### src/rtl/fetch_stage.sv
// rtl/fetch_stage.sv - instruction fetch stage with IF/ID register, one-entry stall buffer and
// discard of abandoned requests.
module fetch_stage #(
  parameter logic [31:0] RESET_PC = 32'h0000_0000
) (
  input  logic        clk,
  input  logic        rst,
  input  logic        freeze,
  input  logic        branch_taken,
  input  logic [31:0] branch_address,
  output logic        imem_req,
  output logic [31:0] imem_addr,
  input  logic        imem_ready,
  input  logic [31:0] imem_rdata,
  output logic [31:0] if_id_pc,
  output logic [31:0] if_id_instruction,
  output logic        if_id_valid
);

  typedef enum logic [1:0] {FETCH, HOLD, DISCARD} state_t;

  state_t      state, state_next;
  logic [31:0] pc;
  logic [31:0] buf_pc;
  logic [31:0] buf_instr;
  logic [31:0] disc_addr;
  logic        do_load_mem;
  logic        do_load_buf;
  logic        do_bubble;
  logic        do_pc_inc;
  logic        do_capture;

  always_ff @(posedge clk) begin
    if (rst) state <= FETCH;
    else     state <= state_next;
  end

  always_comb begin
    state_next  = state;
    do_load_mem = 1'b0;
    do_load_buf = 1'b0;
    do_bubble   = 1'b0;
    do_pc_inc   = 1'b0;
    do_capture  = 1'b0;
    imem_req    = (state != HOLD);
    imem_addr   = (state == DISCARD) ? disc_addr : pc;

    if (branch_taken) begin
      do_bubble  = 1'b1;
      // An outstanding request must be drained before the target can be issued.
      state_next = (state != HOLD && !imem_ready) ? DISCARD : FETCH;
    end else begin
      case (state)
        FETCH: begin
          if (imem_ready) begin
            if (freeze) begin
              do_capture = 1'b1;
              state_next = HOLD;
            end else begin
              do_load_mem = 1'b1;
              do_pc_inc   = 1'b1;
            end
          end else if (!freeze) begin
            do_bubble = 1'b1;
          end
        end
        HOLD: begin
          if (!freeze) begin
            do_load_buf = 1'b1;
            do_pc_inc   = 1'b1;
            state_next  = FETCH;
          end
        end
        DISCARD: begin
          if (imem_ready) state_next = FETCH;
        end
        default: state_next = FETCH;
      endcase
    end
  end

  always_ff @(posedge clk) begin
    if (rst) begin
      pc                <= RESET_PC;
      buf_pc            <= '0;
      buf_instr         <= '0;
      disc_addr         <= '0;
      if_id_pc          <= '0;
      if_id_instruction <= '0;
      if_id_valid       <= 1'b0;
    end else begin
      if (branch_taken) begin
        pc        <= branch_address;
        buf_pc    <= '0;
        buf_instr <= '0;
        // In DISCARD the original abandoned address is still the one in flight.
        if (state == FETCH) disc_addr <= pc;
      end else if (do_pc_inc) begin
        pc <= pc + 32'd4;
      end

      if (do_capture) begin
        buf_pc    <= pc;
        buf_instr <= imem_rdata;
      end

      if (do_bubble) begin
        if_id_pc          <= '0;
        if_id_instruction <= '0;
        if_id_valid       <= 1'b0;
      end else if (do_load_mem) begin
        if_id_pc          <= pc + 32'd4;
        if_id_instruction <= imem_rdata;
        if_id_valid       <= 1'b1;
      end else if (do_load_buf) begin
        if_id_pc          <= buf_pc + 32'd4;
        if_id_instruction <= buf_instr;
        if_id_valid       <= 1'b1;
      end
    end
  end

endmodule

### config.mk
export PLATFORM = sky130hd
export DESIGN_NAME = fetch_stage
export DESIGN_NICKNAME = d
export VERILOG_FILES = /design/src/rtl/fetch_stage.sv
export SDC_FILE = /design/constraint.sdc
export NUM_CORES = 1
export LEC_CHECK = 0
export ABC_AREA = 1
export CAP_MARGIN = 20
export CORE_MARGIN = 2
export CORE_UTILIZATION = 53
export DETAILED_ROUTE_END_ITERATION = 6
export GPL_TIMING_DRIVEN = 0
export HOLD_SLACK_MARGIN = 0.08
export PLACE_DENSITY = 0.8
export SLEW_MARGIN = 10
export SYNTH_ARGS = -nofsm -noshare
export SYNTH_HDL_FRONTEND = slang
export SYNTH_SLANG_ARGS = --single-unit
### constraint.sdc
create_clock -name clk -period 2 [get_ports clk]
set_input_delay 0.3 -clock clk [delete_from_list [all_inputs] [get_ports clk]]
set_output_delay 0.3 -clock clk [all_outputs]
set_load 0.01 [all_outputs]
==> results.sh, run 1 <==
export IMPL_yosysWarningCount=0
export IMPL_dr_pass1_iters=6
export IMPL_synth_compound_area_share_pct=18.5
export IMPL_regArea_um2=3910
export IMPL_final_cell_mix="nand2_1 (319), inv_1 (249), dfxtp_1 (193), nor2_1 (161), clkdlybuf4s50_1 (131)"
export IMPL_placedInstanceArea_um2=11500
export IMPL_synth_top_family_by_area="simple AND/OR/NAND/NOR gates"
export IMPL_critPathRequiredTime_ns=1.70
export IMPL_reg2reg_depth=8
export IMPL_syn_area_per_cell_um2=6.70
export IMPL_clock_skew_ns=0.0108
export IMPL_timing_rr_start="state[0]"
export IMPL_rrSetupSlack_ns=0.08
export IMPL_final_cells=1871
export IMPL_synthesis_nets=1506
export IMPL_cts_tree="done"
export IMPL_fin_crit_ns=1.96
export IMPL_fin_crit_sh_pct=98.2
export IMPL_drive_gt1_share_pct=8.65
export IMPL_synth_fa_ha_area_share_pct=0.260
export IMPL_routabilityCongestion=0.957
export IMPL_die_w_um=139
export IMPL_power_density_nw_per_um2=718
export IMPL_layout_commonest_cell="nand2_1"
export IMPL_io_pins=167
export IMPL_p_leak_nw=4.92
export IMPL_crit_path_end_kind="output port"
export IMPL_viasPerCell=5.48
export IMPL_clk_latency_ns=0.45
export IMPL_fillers=1595
export IMPL_core_area_um2=17900
export IMPL_ir_worst_vdd_v=0.000605
export IMPL_antenna_found_initial=0
export IMPL_drt_iter0_markers=1202
export IMPL_cts_path_max_buffers=2
export IMPL_num_antenna_cells=0
export IMPL_dp_cells=1828
export IMPL_multiInputGateArea_um2=4470
export IMPL_cts_buffers=17
export IMPL_status="complete, no violations"
export IMPL_fp_row_count=49
export IMPL_hold_end="pc[0]"
export IMPL_syn_area_um2=9610
export IMPL_hp_class="in2reg"
export IMPL_finalNetCount=1700
export IMPL_r2r_end="buf_pc[20]"
export IMPL_worst_pin_slew_ns=0.756
export IMPL_ant_nets=0
export IMPL_drcViolationCount=0
export IMPL_max_stage_delay_ns=0.33
export IMPL_timing_hold_ws_ns=0.324
export IMPL_grt_pass1_vias=9478
export IMPL_portBuffers=164
export IMPL_cts_sinks=195
export IMPL_start_util_pct=53.7
export IMPL_synth_cell_types=42
export IMPL_ys_seq_area_share_pct=40.6
export IMPL_area_growth_pct=27.2
export IMPL_fin_area_um2=12200
export IMPL_maxSlewViolCount=0
export IMPL_clk_pin_slew_worst_paths_ns=0.08
export IMPL_cts_root_buf="clkbuf_16"
export IMPL_hold_start="branch_taken"
export IMPL_slew_headroom_pct=49.6
export IMPL_grt_max_degree=23
export IMPL_netlist_instances=1435
export IMPL_track_usage_pct=33.2
export IMPL_grt_pass1_wl_um=50800
export IMPL_fmax_mhz=509
export IMPL_start_kind="flip-flop"
export IMPL_die_area_um2=19200
export IMPL_hpwl_um=24200
export IMPL_final_hold_viol_count=0
export IMPL_vias=10300
export IMPL_fin_util_pct=68.3
export IMPL_wl_per_cell_um=17.4
export IMPL_h_tree_depth=4
export IMPL_crit_arrival_ns=1.66
export IMPL_overflow=0
export IMPL_fp_dieH_um=139
export IMPL_setup_viol=0
export IMPL_synthSimpleGateAreaFrac_pct=25.1
export IMPL_synth_seq_cells=195
export IMPL_muxShareOfSynthArea_pct=0
export IMPL_maxCapViolations=0
export IMPL_cp_max_fo=10
export IMPL_cp_slowest_cell="dfxtp_2"
export IMPL_drt_wl_total_um=32600
export IMPL_path_class="reg2out"
export IMPL_synth_xor_area_share_pct=2.19
export IMPL_whs_path_depth=3
export IMPL_crit_path_cell_trace="inv_2 -> nor2_4 -> buf_8 -> buf_6 -> o21ai_0 -> clkdlybuf4s15_1"
## per-stage QoR
step	worst slack, ns	power, mW	setup TNS (ns)
floorplan	0.451	4.73	0
global placement	-0.519	5.23	-49.45
detailed placement	-0.580	5.24	-54.55
CTS	-0.0300	8.75	-0.0968
global route	-0.0261	9.04	-0.0489
finish	0.0356	8.77	0
## power by group
| part | switching [mW] | internal, mW |
|---|---|---|
| clock | 1.87 | 1.73 |
| sequential | 0.0858 | 4.01 |
| combinational | 0.672 | 0.410 |
## cell usage after synthesis, drive strengths merged
cell    instances  area share [%]
a221oi          1           0.091
o31ai           1            0.22
a211oi          4            0.36
buf            33             1.7
dfxtp         195              41
ha              2            0.26
o21a            6            0.47
and2            1           0.065
o221ai         35             3.2
o21bai          1           0.078
nand2         324              13
nand4           3            0.20
a22oi           1           0.078
o211ai          4            0.31
nand3          74             4.0
o22ai          64             4.2
clkbuf         42             1.7
o21ai          96             5.0
xnor2           1           0.091
or2             1           0.065
xor2           23             2.1
a21oi          66             3.4
nor2          173             7.2
nor3b           1           0.078
inv           254             9.9
nor3           12            0.68
a31oi          17             1.1
## worst max path at each step
stage | endpoint | slack (ns) | depth (start not counted) | from
finish | imem_addr[0] | 0.04 | 6 | state[1]
global route | if_id_pc[22] | -0.03 | 11 | pc[3]
CTS | imem_addr[24] | -0.03 | 6 | state[1]
detailed placement | buf_instr[24] | -0.58 | 7 | freeze
global placement | buf_pc[18] | -0.52 | 7 | freeze
floorplan | if_id_pc[30] | 0.45 | 10 | pc[2]
## final cells by class
| type | count | area share [%] |
|---|---|---|
| Buffer | 75 | 3.22 |
| Multi-Input combinational cell | 911 | 36.6 |
| Sequential cell | 195 | 32.0 |
| Inverter | 254 | 7.80 |
| Tap cell | 229 | 2.34 |
| Clock inverter | 15 | 1.59 |
| Clock buffer | 17 | 3.48 |
| Timing Repair Buffer | 175 | 13.0 |
## metal layers
metal	track usage [%]	part of all wire, %	vias to the layer above
met5	0	0	-
met4	8.61	2.3	0
met3	7.60	10	63
met2	52.3	45	521
met1	46.4	43	4688
li1	-	-	4983
## critical path: cells and delay by family, from the launching register on
kind	cells	cell delay, ns
AOI/OAI and AO/OA	1	0.18
and+or+nand+nor	1	0.06
DFF	1	0.33
buffers and inverters	4	0.64
## sequential cells by signal (all words and copies together), names as in the netlist
register / flops
if_id_instruction: 32
if_id_pc: 32
if_id_valid: 1
state: 2
buf_pc: 32
pc: 32
buf_instr: 32
disc_addr: 32
## kinds of logic (layout without fill, tap and decap cells)
kind of cell	count (synthesis)	in the layout
AND/OR/NAND/NOR	589	589
XOR/XNOR	24	24
buffers and inverters	329	536
AO/OA/AOI/OAI	296	296
flip-flops	195	195
adder cells (fa/ha/maj)	2	2
## what timing repair did
action	4_1_cts	5_1_grt
setup endpoints to repair	66	104
gates cloned	1	0
pin swaps	2	2
gates resized for setup	110	65
setup buffers	3	7
hold buffers	0	0
No activity file was read; power rests on OpenSTA's default activity.
==> run 2, diff against run 1 <==
- CELL_PAD_IN_SITES_DETAIL_PLACEMENT: not set -> 1
- CELL_PAD_IN_SITES_GLOBAL_PLACEMENT: not set -> 2
- CORE_UTILIZATION: 53 -> 29
- PLACE_DENSITY: 0.8 -> not set
- PLACE_DENSITY_LB_ADDON: not set -> 0.1
==> results.sh, run 2 (synthesized netlist as in run 1, its figures left out) <==
export IMPL_fp_row_count=66
export IMPL_num_antenna_cells=0
export IMPL_power_density_nw_per_um2=707
export IMPL_cp_max_fo=10
export IMPL_hpwl_um=30000
export IMPL_slew_headroom_pct=43.9
export IMPL_io_pins=167
export IMPL_ctsHoldBuffers=0
export IMPL_fin_util_pct=38.5
export IMPL_fin_crit_ns=1.95
export IMPL_antenna_found_initial=0
export IMPL_cts_tree="done"
export IMPL_viasPerCell=4.78
export IMPL_drive_gt1_share_pct=9.87
export IMPL_area_growth_pct=30.8
export IMPL_final_cells=2084
export IMPL_max_stage_delay_ns=0.37
export IMPL_clock_skew_ns=0.0183
export IMPL_die_w_um=186
export IMPL_clk_latency_ns=0.45
export IMPL_cts_sinks=195
export IMPL_cts_path_max_buffers=2
export IMPL_cp_slowest_cell="dfxtp_2"
export IMPL_grt_max_degree=20
export IMPL_vias=9955
export IMPL_path_buf_inv=5
export IMPL_status="complete, no violations"
export IMPL_drcViolationCount=0
export IMPL_crit_family="buffers and inverters"
export IMPL_cts_buffers=17
export IMPL_tns_ns=0
export IMPL_drt_wl_total_um=39200
export IMPL_maxSlewViolCount=0
export IMPL_layout_commonest_cell="nand2_1"
export IMPL_critPathRequiredTime_ns=1.70
export IMPL_timing_hold_ws_ns=0.337
export IMPL_drt_iter0_markers=456
export IMPL_crit_path_end_kind="output port"
export IMPL_ant_nets=0
export IMPL_final_cell_mix="nand2_1 (314), inv_1 (249), dfxtp_1 (192), nor2_1 (156), clkdlybuf4s50_1 (132)"
export IMPL_clk_pin_slew_worst_paths_ns=0.08
export IMPL_grt_pass1_wl_um=60000
export IMPL_worst_pin_slew_ns=0.841
export IMPL_grt_pass1_vias=10200
export IMPL_rsz0062_at_grt="true"
export IMPL_start_util_pct=29.5
export IMPL_routabilityCongestion=0.862
export IMPL_fmax_mhz=513
export IMPL_portBuffers=164
export IMPL_p_leak_nw=4.94
export IMPL_fp_dieH_um=186
export IMPL_ir_worst_vdd_v=0.000588
export IMPL_path_class="reg2out"
export IMPL_core_area_um2=32600
export IMPL_placedInstanceArea_um2=11800
export IMPL_setup_viol=0
export IMPL_overflow=0
export IMPL_maxCapViolations=0
export IMPL_die_area_um2=34600
export IMPL_final_hold_viol_count=0
export IMPL_hp_class="in2reg"
export IMPL_track_usage_pct=23.3
export IMPL_total_power_mw=8.89
export IMPL_pre_cts_ws_ns=-0.663
export IMPL_cts_root_buf="clkbuf_16"
export IMPL_dr_pass1_iters=5
export IMPL_fin_area_um2=12600
export IMPL_finalNetCount=1700
export IMPL_h_tree_depth=4
export IMPL_wl_per_cell_um=18.8
export IMPL_start_kind="flip-flop"
export IMPL_fin_ws_ns=0.0524
export IMPL_fin_crit_sh_pct=97.4
export IMPL_crit_path_cell_trace="inv_4 -> nor2_4 -> buf_8 -> buf_4 -> clkbuf_8 -> o21ai_0 -> buf_2"
export IMPL_dp_cells=2041
export IMPL_fillers=4162
export IMPL_crit_arrival_ns=1.65
[run 2: changes by cell type in the layout (fill, tap and decap cells not counted), sizes merged]
cell / previous run / this run
bufinv: 0 / 1
clkbuf: 71 / 69
clkdlybuf4s15: 1 / 4
clkdlybuf4s18: 0 / 1
clkdlybuf4s50: 131 / 132
clkinv: 5 / 2
clkinvlp: 0 / 2
dlygate4sd2: 1 / 0
dlymetal6s2s: 1 / 0
inv: 264 / 263
[run 2: cell type report]
type	instances	area [µm²]	share of cell area (%)
inverters	254	956	7.60
flip-flops and latches	195	3910	31.1
multi-input cells	911	4530	36.0
repair buffers	176	1610	12.8
plain buffers	74	413	3.28
clock buffers	18	439	3.49
clock inverters	14	160	1.27
well taps	442	553	4.40
[run 2: layer usage]
metal | part of all wire [%] | GRT usage [%] | vias to the layer above
li1 | - | - | 4981
met4 | 1.4 | 5.17 | 0
met2 | 46 | 38.4 | 217
met5 | 0 | 0 | -
met1 | 48 | 32.0 | 4728
met3 | 4.6 | 3.46 | 29
[run 2: repair_timing]
action | in CTS | in global routing
pin swaps | 2 | 5
buffers inserted | 6 | 5
gates cloned | 0 | 1
endpoints found under the setup margin | 109 | 116
gates resized for setup | 143 | 67
[run 2: worst paths after layout]
check                                   from              endpoint  cells after the start  slack [ns]
worst max-delay path                state[1]         imem_addr[20]                      7        0.05
worst min-delay path            branch_taken                 pc[1]                      3        0.34
worst max register to register      state[1]            buf_pc[28]                      9        0.07
worst min register to register  buf_instr[2]  if_id_instruction[2]                      2        0.46
[run 2: worst min-delay path: stages]
cell     delay (ns)
buf_4          0.17
inv_2          0.18
a21oi_1        0.09
[run 2: power by group]
| part | leakage (nW) | switching, mW | internal [mW] |
|---|---|---|---|
| logic | 3.06 | 0.713 | 0.424 |
| registers | 1.59 | 0.0891 | 4.01 |
| clock network | 0.292 | 1.82 | 1.83 |
